[config.mk]
export PLATFORM = sky130hd
export DESIGN_NAME = fpga_exec
export DESIGN_NICKNAME = d
export VERILOG_FILES = /design/src/rtl/fpga_exec_pkg.sv /design/src/rtl/fpga_exec_out_fifo.sv /design/src/rtl/fpga_exec.sv
export SDC_FILE = /design/constraint.sdc
export NUM_CORES = 1
export LEC_CHECK = 0
export BUFFER_PORTS_ARGS = -buffer_cell sky130_fd_sc_hd__clkbuf_2
export CORE_UTILIZATION = 41
export DETAILED_ROUTE_END_ITERATION = 10
export GPL_ROUTABILITY_DRIVEN = 0
export MAX_ROUTING_LAYER = met4
export PLACE_DENSITY_LB_ADDON = 0.15
export SYNTH_ARGS = -nofsm -noshare
export SYNTH_HDL_FRONTEND = slang
export SYNTH_SLANG_ARGS = --single-unit
[constraint.sdc]
create_clock -name clock -period 10.3 [get_ports clock]
set_input_delay 1.545 -clock clock [delete_from_list [all_inputs] [get_ports clock]]
set_output_delay 1.545 -clock clock [all_outputs]
set_load 0.02 [all_outputs]
[src/rtl/fpga_exec_pkg.sv]
// fpga_exec_pkg: opcodes, FSM encoding, instruction field layout and unpack helper for fpga_exec
package fpga_exec_pkg;
  typedef enum logic [3:0] {
    OP_NOP = 4'd0,
    OP_MOV = 4'd1,
    OP_ADD = 4'd2,
    OP_OUT = 4'd3,
    OP_JNZ = 4'd4,
    OP_ASSERT = 4'd5,
    OP_HALT = 4'd6
  } op_e;
  localparam logic [1:0] IDLE = 2'd0;
  localparam logic [1:0] EXEC = 2'd1;
  localparam logic [1:0] STALL = 2'd2;
  localparam logic [1:0] DONE = 2'd3;
  localparam int OP_W = 4;
  typedef struct packed {
    logic [3:0] op;
    logic [7:0] tgt;
    logic imm;
    logic [31:0] src;
  } instr_t;
  // word layout MSB first: op, tgt[la], imm, src[w]; fields are returned zero-extended
  function automatic instr_t unpack(input logic [63:0] iw, input int la, input int w);
    instr_t r;
    r.src = 32'(iw & ((64'd1 << w) - 64'd1));
    r.imm = 1'(iw >> w);
    r.tgt = 8'((iw >> (w + 1)) & ((64'd1 << la) - 64'd1));
    r.op = 4'(iw >> (w + 1 + la));
    return r;
  endfunction
endpackage

[src/rtl/fpga_exec_out_fifo.sv]
// fpga_exec_out_fifo: synchronous FIFO with valid/ready head, occupancy count and synchronous clear
// ports: clock, resetN (async, active low), clear, push/din (dropped when full), ready, valid/dout (head, 0 when empty), full, count
module fpga_exec_out_fifo #(
  parameter int W = 12,
  parameter int N = 16
) (
  input  logic                 clock,
  input  logic                 resetN,
  input  logic                 clear,
  input  logic                 push,
  input  logic [W-1:0]         din,
  input  logic                 ready,
  output logic                 valid,
  output logic [W-1:0]         dout,
  output logic                 full,
  output logic [$clog2(N):0]   count
);
  localparam int A = $clog2(N);
  logic [W-1:0] mem [N];
  logic [A-1:0] rd, wr;
  logic do_push, pop;
  assign valid = count != '0;
  assign full = count == (A+1)'(N);
  assign dout = valid ? mem[rd] : '0;
  assign do_push = push && !full;
  assign pop = valid && ready;
  always_ff @(posedge clock) if (do_push && !clear) mem[wr] <= din;
  always_ff @(posedge clock or negedge resetN) begin
    if (!resetN) begin
      rd <= '0;
      wr <= '0;
      count <= '0;
    end else if (clear) begin
      rd <= '0;
      wr <= '0;
      count <= '0;
    end else begin
      if (do_push) wr <= wr + A'(1);
      if (pop) rd <= rd + A'(1);
      count <= count + (A+1)'(do_push) - (A+1)'(pop);
    end
  end
endmodule

[src/rtl/fpga_exec.sv]
// fpga_exec: register-machine executor running a loadable program, streaming OUT words through a FIFO
// ports: clock, resetN (async, active low), run, codeWrite/codeAddr/codeData (load in IDLE/DONE),
//   outValid/outReady/outData/outCount (output stream), finished/success/steps (status), trace* (debug)
// optional: FPGA_EXEC_TRACE_EN enables per-instruction trace outputs and a simulation print
module fpga_exec
  import fpga_exec_pkg::*;
#(
  parameter int MemoryElementWidth = 12,
  parameter int NLocal = 8,
  parameter int NCode = 32,
  parameter int NOut = 16,
  parameter int MaxSteps = 1000
) (
  input  logic                                         clock,
  input  logic                                         resetN,
  input  logic                                         run,
  input  logic                                         codeWrite,
  input  logic [$clog2(NCode)-1:0]                     codeAddr,
  input  logic [4+$clog2(NLocal)+1+MemoryElementWidth-1:0] codeData,
  output logic                                         outValid,
  input  logic                                         outReady,
  output logic [MemoryElementWidth-1:0]                outData,
  output logic [$clog2(NOut):0]                        outCount,
  output logic                                         finished,
  output logic                                         success,
  output logic [31:0]                                  steps,
  output logic                                         traceValid,
  output logic [$clog2(NCode)-1:0]                     traceIp,
  output logic [3:0]                                   traceOp
);
  localparam int W = MemoryElementWidth;
  localparam int LA = $clog2(NLocal);
  localparam int CA = $clog2(NCode);
  localparam int IW = OP_W + LA + 1 + W;
  logic [IW-1:0] code [NCode];
  logic [W-1:0] lmem [NLocal];
  logic [1:0] state;
  logic [CA-1:0] ip, ip_nxt;
  logic fail, illegal, timeout;
  instr_t ins;
  logic [3:0] op;
  logic [LA-1:0] tgt;
  logic [W-1:0] src, s, lt, wr_val;
  logic idle_like, active, start, term, stall, exec, jump, off_end, limit, stop, to, fail_nxt, full;
  logic unused_bits;
  assign ins = unpack(64'(code[ip]), LA, W);
  assign op = ins.op;
  assign tgt = ins.tgt[LA-1:0];
  assign src = ins.src[W-1:0];
  assign unused_bits = ^{ins.tgt[7:LA], ins.src[31:W], illegal, timeout};
  assign s = ins.imm ? src : lmem[src[LA-1:0]];
  assign lt = lmem[tgt];
  assign wr_val = op == OP_ADD ? lt + s : s;
  assign idle_like = state == IDLE || state == DONE;
  assign active = state == EXEC || state == STALL;
  assign start = idle_like && run;
  // HALT and illegal opcodes end the run without being counted as executed
  assign term = active && op >= 4'(OP_HALT);
  // fullness is the registered count, so a pop in this cycle cannot rescue the OUT
  assign stall = active && op == OP_OUT && full;
  assign exec = active && !term && !stall;
  assign jump = op == OP_JNZ && lt != '0;
  assign ip_nxt = jump ? CA'(s) : ip + CA'(1);
  assign off_end = !jump && ip == CA'(NCode - 1);
  assign limit = steps + 32'd1 == 32'(MaxSteps);
  assign stop = off_end || limit;
  // running off the end is a normal finish even when it coincides with the step limit
  assign to = limit && !off_end;
  assign fail_nxt = fail || (op == OP_ASSERT && lt != s);
  always_ff @(posedge clock) if (codeWrite && idle_like) code[codeAddr] <= codeData;
  always_ff @(posedge clock or negedge resetN) begin
    if (!resetN) begin
      state <= IDLE;
      ip <= '0;
      steps <= '0;
      finished <= 1'b0;
      success <= 1'b0;
      fail <= 1'b0;
      illegal <= 1'b0;
      timeout <= 1'b0;
      for (int i = 0; i < NLocal; i++) lmem[i] <= '0;
    end else if (start) begin
      state <= EXEC;
      ip <= '0;
      steps <= '0;
      finished <= 1'b0;
      success <= 1'b0;
      fail <= 1'b0;
      illegal <= 1'b0;
      timeout <= 1'b0;
      for (int i = 0; i < NLocal; i++) lmem[i] <= '0;
    end else if (active) begin
      if (term) begin
        state <= DONE;
        finished <= 1'b1;
        illegal <= op != OP_HALT;
        success <= op == OP_HALT && !fail;
      end else if (stall) begin
        state <= STALL;
      end else begin
        steps <= steps + 32'd1;
        ip <= ip_nxt;
        fail <= fail_nxt;
        if (op == OP_MOV || op == OP_ADD) lmem[tgt] <= wr_val;
        state <= stop ? DONE : EXEC;
        finished <= stop;
        timeout <= to;
        success <= stop && !fail_nxt && !to;
      end
    end
  end
  fpga_exec_out_fifo #(.W(W), .N(NOut)) u_fifo (
    .clock(clock),
    .resetN(resetN),
    .clear(start),
    .push(exec && op == OP_OUT),
    .din(s),
    .ready(outReady),
    .valid(outValid),
    .dout(outData),
    .full(full),
    .count(outCount)
  );
`ifdef FPGA_EXEC_TRACE_EN
  always_ff @(posedge clock or negedge resetN) begin
    if (!resetN) begin
      traceValid <= 1'b0;
      traceIp <= '0;
      traceOp <= '0;
    end else begin
      traceValid <= exec;
      if (exec) begin
        traceIp <= ip;
        traceOp <= op;
      end
    end
  end
`ifndef SYNTHESIS
  always @(posedge clock) if (resetN && exec) $display("trace step=%0d ip=%0d op=%0d", steps, ip, op);
`endif
`else
  assign traceValid = 1'b0;
  assign traceIp = '0;
  assign traceOp = '0;
`endif
endmodule

# After elaboration in Yosys (flattened, before gate mapping)
# Memories as Yosys holds them, arrays and structs flattened.
# Index checks and enable logic that the tools add are counted.
# classes
addsub,7
n_lt_le_gt_ge,4
n_eq_ne,16
mux,52
bitwise,2
reduce_logical,43
# ops
op,count
$mux 96,5
$mux 32,4
$bwmux 96,1
$mux 12,8
$bmux 12 s3,2
$demux 12 s3,1
$add 32x1->32 const B,1
$eq 32x10->1 const B,1
$mux 5,6
$logic_and 1x1->1,19
$mux 1,16
$mux 4,4
$add 12x12->12,1
$eq 4x3->1 const B,3
$ne 12x12->1,1
$reduce_bool 12->1,1
$eq 5x5->1 const B,2
$mux 2,5
$logic_not 1->1,9
$add 4x1->4 const B,2
$eq 4x2->1 const B,2
$ge 4x4->1 const B,2
$not 3->4,2
$reduce_bool 2->1,4
16 further kinds,22
# word_totals
regBits,151
ram_bits,832
input_bits,30
out_inout_bits,62
word_cells,143
memories,2
# memory_table
memory,depth,width,rd,rd_ports_with_merged_regs,write_ports,line,rtl
code,32,20,1,0,1,fpga_exec.sv:35,logic [IW-1:0] code [NCode];
u_fifo.mem,16,12,1,0,1,fpga_exec_out_fifo.sv:19,logic [W-1:0] mem [N];

# Depth between registers and ports, before layout
# An unclocked memory read counts as a cell.
# logic_depth
depth_word,17
ltp_mapped,29
depth_no_buf,23

# By module
# From an unflattened synthesis, not the netlist that was laid out.
# unflattened
cells_unflattened,2534
area_unflattened_um2,42069.1
# by_module_without_submodules
mod,instances,cells_per_inst,area_each_um2,seq_area_each_um2
fpga_exec,1,2122,33809.9,22671.7
fpga_exec_out_fifo,1,412,8259.2,6090.8

# Worst setup path after synthesis
# OpenSTA, ideal clock, no wires.
# synth_path
path_type,register -> register
startpoint,register ip[1]
endpoint,register lmem[10] (netlist name)
setup_time_ns,0.121
arrival_time_ns,6.023
required_time_ns,10.179
path_slack_ns,4.156
stages_incl_launch_ff,24
path_buffers,6
synth_period_minus_slack_ns,6.144
cell_sequence,dfrtp_1 > buf_6 > buf_4 > buf_4 > mux4_2 > mux2_2 > nand3_1 > nand4_4 > buf_4 > buf_2 > buf_2 > o41ai_1 > fa_1 > a21o_1 > a21oi_1 > nor2b_1 > o21a_1 > o21ai_0 > or2_0 > o211ai_2 > a2111oi_0 > a311oi_1 > o21ai_2 > a22o_1
# synth_via
elab_chain_len,14
elab_cells_between_ends,35
classes_between,add/sub (1); order compare (3); eq/ne (5); mux (16); bitwise (2); reduce/logical (7); memory (1)
# synth_lines
element,line,rtl
start: declaration,fpga_exec.sv:38,"logic [CA-1:0] ip, ip_nxt;"
start signal: assignment,fpga_exec.sv:102,ip <= ip_nxt;
$mem_v2 32x20 (*),--,
$not 3->4 (implied by the code),fpga_exec.sv:51,assign s = ins.imm ? src : lmem[src[LA-1:0]];
$bmux 12 s3,fpga_exec.sv:51,
$mux 12 (implied by the code) (2 in series),fpga_exec.sv:51,
$mux 12 (*),fpga_exec.sv:51,
named net s[1],fpga_exec.sv:43,"logic [W-1:0] src, s, lt, wr_val;"
$add 12x12->12 (*),fpga_exec.sv:53,assign wr_val = op == OP_ADD ? lt + s : s;
$mux 12 (*),fpga_exec.sv:53,
$bwmux 96 (*),fpga_exec.sv:104,if (op == OP_MOV || op == OP_ADD) lmem[tgt] <= wr_val;
$mux 96 (*),fpga_exec.sv:104,
$mux 96 (*),fpga_exec.sv:98,end else if (stall) begin
$mux 96 (*),fpga_exec.sv:93,if (term) begin
$mux 96 (*),fpga_exec.sv:92,end else if (active) begin
$mux 96 (*),fpga_exec.sv:82,end else if (start) begin
end signal: indexed assignment,fpga_exec.sv:104,
end: declaration,fpga_exec.sv:36,logic [W-1:0] lmem [NLocal];
# Mark *: on every way through the listed nets, which the timed path passes. The rest lies on a longest branch. The select of a mux whose other input is x is not followed.
# A chain may end at the register's enable or synchronous reset.

# Worst setup path in the final report
# layout_path
startpoint,register ip[1]
endpoint,register lmem[8] (netlist name)
# The elaborated chain is that of the path after synthesis.

==> impl.org <==
** Run status
- Status :: finished, final reports clean

** Cells and area
- Commonest non-fill, non-tap cells in the layout :: 832 x edfxtp_1, 239 x mux4_2, 170 x nand2_1
- Final-layout fill cell count :: 8568
- Layout Nets :: 2642
- Share of layout cells above drive strength 1 :: 24.9%
- Leaving out fill and tap cells, the most frequent cell in the layout is edfxtp_1.
- Synth-to-layout area growth :: 13.2%

** Synthesis
- Synthesized area per cell :: 17.0 sq um
- Post-synthesis cell count :: 2474
- After synthesis the cells add up to 42000 sq um.
- Of the synthesized area, sequential elements account for 68.6%.
- By area the synthesized netlist is led by edfxtp_1 60%, mux4_2 13%, dfrtp_1 9.0%, mux2i_1 2.1%, nand2_1 1.5%.
- The largest total area in the synthesized netlist belongs to edfxtp_1.
- The number of different library cells used by synthesis comes to 92.
- Of all flip-flops after synthesis, the portion carrying an async set or reset was 15.4%.
- The share of synthesized area in the top cell type comes to 59.6%.
- Number of flops mapped to enable cells by yosys :: 832
- Synthesis inferred 983 register bits.
- Dominant register cell in the synthesized netlist :: edfxtp_1
- For this run, the number of Yosys warnings is 0.

** Global routing
- Global routing finished with a remaining overflow of 0.
- Number of global-route vias before repair :: 24216
- Entering global routing, the biggest net connects 59 pins.
- The first global-routing pass estimated 167000 um of wire.
- Global routing used 22.9% of the available tracks.
- The initial antenna violation count is 5.

** STA
- Setup violations remaining at the end of the flow were counted as 0.
- Setup Skew :: 0.0724 ns
- For the finished layout, the period the worst path requires is 7.80 ns.
- At the pin with the least slew margin, the transition time is 1.34 ns.
- Setup repair after global routing missed its margin :: no
- Based on the critical path, the design can be clocked at up to 0.128 GHz.
- In this run the tightest slew margin relative to its limit is 10.7%.
- Final Hold Fails :: 0
- In the final timing run, aggregate negative setup slack is 0 ns.
- After layout, the worst path uses 75.8% of the clock period.
- The count of final max-slew check failures came to 0.

** Floorplanning
- Cell Rows :: 116
- In this run the vertical extent of the chip is 322 um.
- Initial cell density of the core :: 41.7%
- Core Box Area :: 101000 sq um
- IO Count :: 92
- The floorplan step defined a die boundary enclosing 104000 sq um.
- From left edge to right edge, the die measures 322 um.

** Critical path
- Of all nets on the critical path, the largest fanout is 48.
- Kind of start point of the critical path :: flop
- For this design, the slowest cell found on the critical path is a21oi_1.
- At the worst endpoint, the required time is 10.80 ns.
- Together, buffers and inverters on the worst path number 3.
- Crit Path Category :: flop to flop
- Critical path's largest stage delay :: 1.05 ns
- Critical Path, Cell by Cell :: buf_4 > inv_1 > mux4_2 > nand2b_1 > nand2_2 > clkinv_1 > nand2_1 > nand3_1 > a21oi_1 > ha_1 > fa_1 > a21o_1 > a21oi_1 > nor2b_1 > o21a_1 > o21ai_0 > or2_0 > o211ai_2 > xnor2_1 > nor2_1 > a21oi_1 > o21ai_0
- Among cell families on the critical path, the largest total delay comes from compound AO/OA/AOI/OAI gates.
- Worst Path Arrival :: 8.30 ns
- Type of element capturing the critical path :: flop
- Most numerous cell on the critical path :: a21oi_1
- Setup slack, reg-to-reg :: 2.50 ns

** Power and ir drop
- Power spread over the standard cell area amounts to 314 nW/um^2.
- Maximum VDD drop :: 299 uV
- In this run the static leakage power is 0.0159 uW.
- The design draws 14900 uW.

** Detailed routing
- After the first detailed-routing iteration, the DRC count stood at 2607.
- Drt wl/cell :: 28.3 um
- Wire length reported by the detailed router :: 114000 um
- For this run, design rule violations remaining after detail routing come to 0.
- The first TritonRoute pass finished after 8 iterations.
- In this run the remaining antenna-violating nets after routing total 0.
- Ratio of routed vias to standard cells :: 5.87
- The routed layout has 23667 vias.

** Clock network
- Root buffer cell :: clkbuf_16
- Maximum clock insertion buffer count :: 3
- Clock buffer count from CTS :: 104
- CTS tree :: yes
- CTS resizes :: 0
- Number of clock sinks :: 983
- Max H-tree Level :: 3
- After clock tree synthesis, the clock-pin slew on the worst setup and hold paths is 0.06 ns.
- After clock tree synthesis, the flow added hold-fix buffers numbering 0.
- In this run the post-CTS setup repair buffer count came out at 0.
- Clock insertion delay at the later pin of the skew report :: 0.72 ns

** Place
- Detailed placement finished with a half-perimeter wire length of 66100 um.
- During placement, the flow inserted port buffers numbering 81.

** Flow run
- Max-cap check violation count :: 0

** Min path
- Hold WC Path Type :: flop to flop
==> routing by layer <==
layer	track usage (%)	wire, um	part of all wire, %	vias to the layer above
met4	7.25	3280	2.9	0
met1	30.3	48300	42	12569
met2	36.3	55300	48	817
li1	-	-	-	10068
met3	3.92	7190	6.3	213
met5	-	0	0	-
==> sequential cells by signal (all words and copies together), names as in the netlist <==
| register | flops |
|---|---|
| code | 640 |
| fail | 1 |
| finished | 1 |
| ip | 5 |
| lmem | 96 |
| state | 2 |
| steps | 32 |
| success | 1 |
| u_fifo.count | 5 |
| u_fifo.mem | 192 |
| u_fifo.rd | 4 |
| u_fifo.wr | 4 |
==> worst reg2reg max path: cells and delay by family (launching register included) <==
kind,cells,cell delay (ns)
AO/OA/AOI/OAI,8,2.51
multiplexers,1,0.44
flip-flops,1,0.88
adder cells (fa/ha/maj),2,0.63
AND/OR/NAND/NOR,7,1.22
buffers and inverters,3,1.80
XOR/XNOR,1,0.15
==> kinds of logic (layout without fill, tap and decap cells) <==
logic type | Yosys count | count (layout) | synth area share, %
fa+ha+maj | 27 | 27 | 0.841
buf+inv | 189 | 380 | 2.27
flops | 983 | 983 | 68.6
compound gates | 357 | 357 | 5.52
mux | 377 | 377 | 16.3
xor+xnor | 24 | 24 | 0.501
other cells | 1 | 13 | 0.00894
simple gates | 516 | 516 | 5.97
==> final timing paths <==
| check | start | depth (start not counted) | to |
|---|---|---|---|
| max in group asynchronous | resetN | 3 | u_fifo.rd[0] |
| setup reg to reg | ip[1] | 22 | lmem[8] |
| hold reg to reg | lmem[1] | 2 | lmem[1] |
| min in group asynchronous | resetN | 1 | lmem[69] |
| setup / recovery | ip[1] | 22 | lmem[8] |
| hold / removal | lmem[1] | 2 | lmem[1] |
==> layout make-up <==
| cell class | instances | area [sq um] | share of cell area (%) |
|---|---|---|---|
| flip-flops and latches | 983 | 28800 | 60.6 |
| multi-input cells | 1311 | 12600 | 26.5 |
| clock buffers | 129 | 2740 | 5.76 |
| well taps | 1357 | 1700 | 3.58 |
| repair buffers | 146 | 900 | 1.89 |
| clock inverters | 66 | 623 | 1.31 |
| inverters | 39 | 149 | 0.314 |
| diodes | 3 | 7.51 | 0.0158 |
==> metrics by stage <==
stage	utilization [%]	hold slack, ns	instance area [sq um]	cells	worst slack, ns
3_5_place_dp	43.8	0.492	44100	3836	2.63
5_1_grt	47.1	0.536	47500	4034	1.90
4_1_cts	47.1	0.506	47500	4031	2.60
3_3_place_gp	43.8	0.480	44100	3836	2.86
2_1_floorplan	-	0.460	42000	2483	4.16
6_report	47.1	0.504	47500	4034	2.50
==> power breakdown <==
group / internal [uW] / switching, uW / leakage [uW]
logic: 2170 / 3890 / 0.00472
registers: 4940 / 258 / 0.00954
clock network: 2070 / 1600 / 0.00164
==> synthesized netlist by cell type, drive strengths merged, types with 3 or more instances <==
cell and count:
edfxtp 832, mux4 239, nand2 172, dfrtp 151, o21ai 143, nor2 135
mux2i 94, buf 83, clkbuf 67, a21oi 49, mux2 44, inv 38
and2 36, nand3 35, ha 25, o31ai 25, a211oi 23, nand4 23
nor2b 23, nor3 23, a22o 18, and3 17, a22oi 16, o211ai 14
xnor2 13, o22ai 12, xor2 11, a31oi 10, nand2b 10, nor4 10
a21o 7, or2 6, o31a 5, o41ai 5, a2111oi 4, and4 4
nand3b 4, nor3b 4, o221ai 4, or3 4, nand4b 3
No activity file was read; power rests on OpenSTA's default activity.
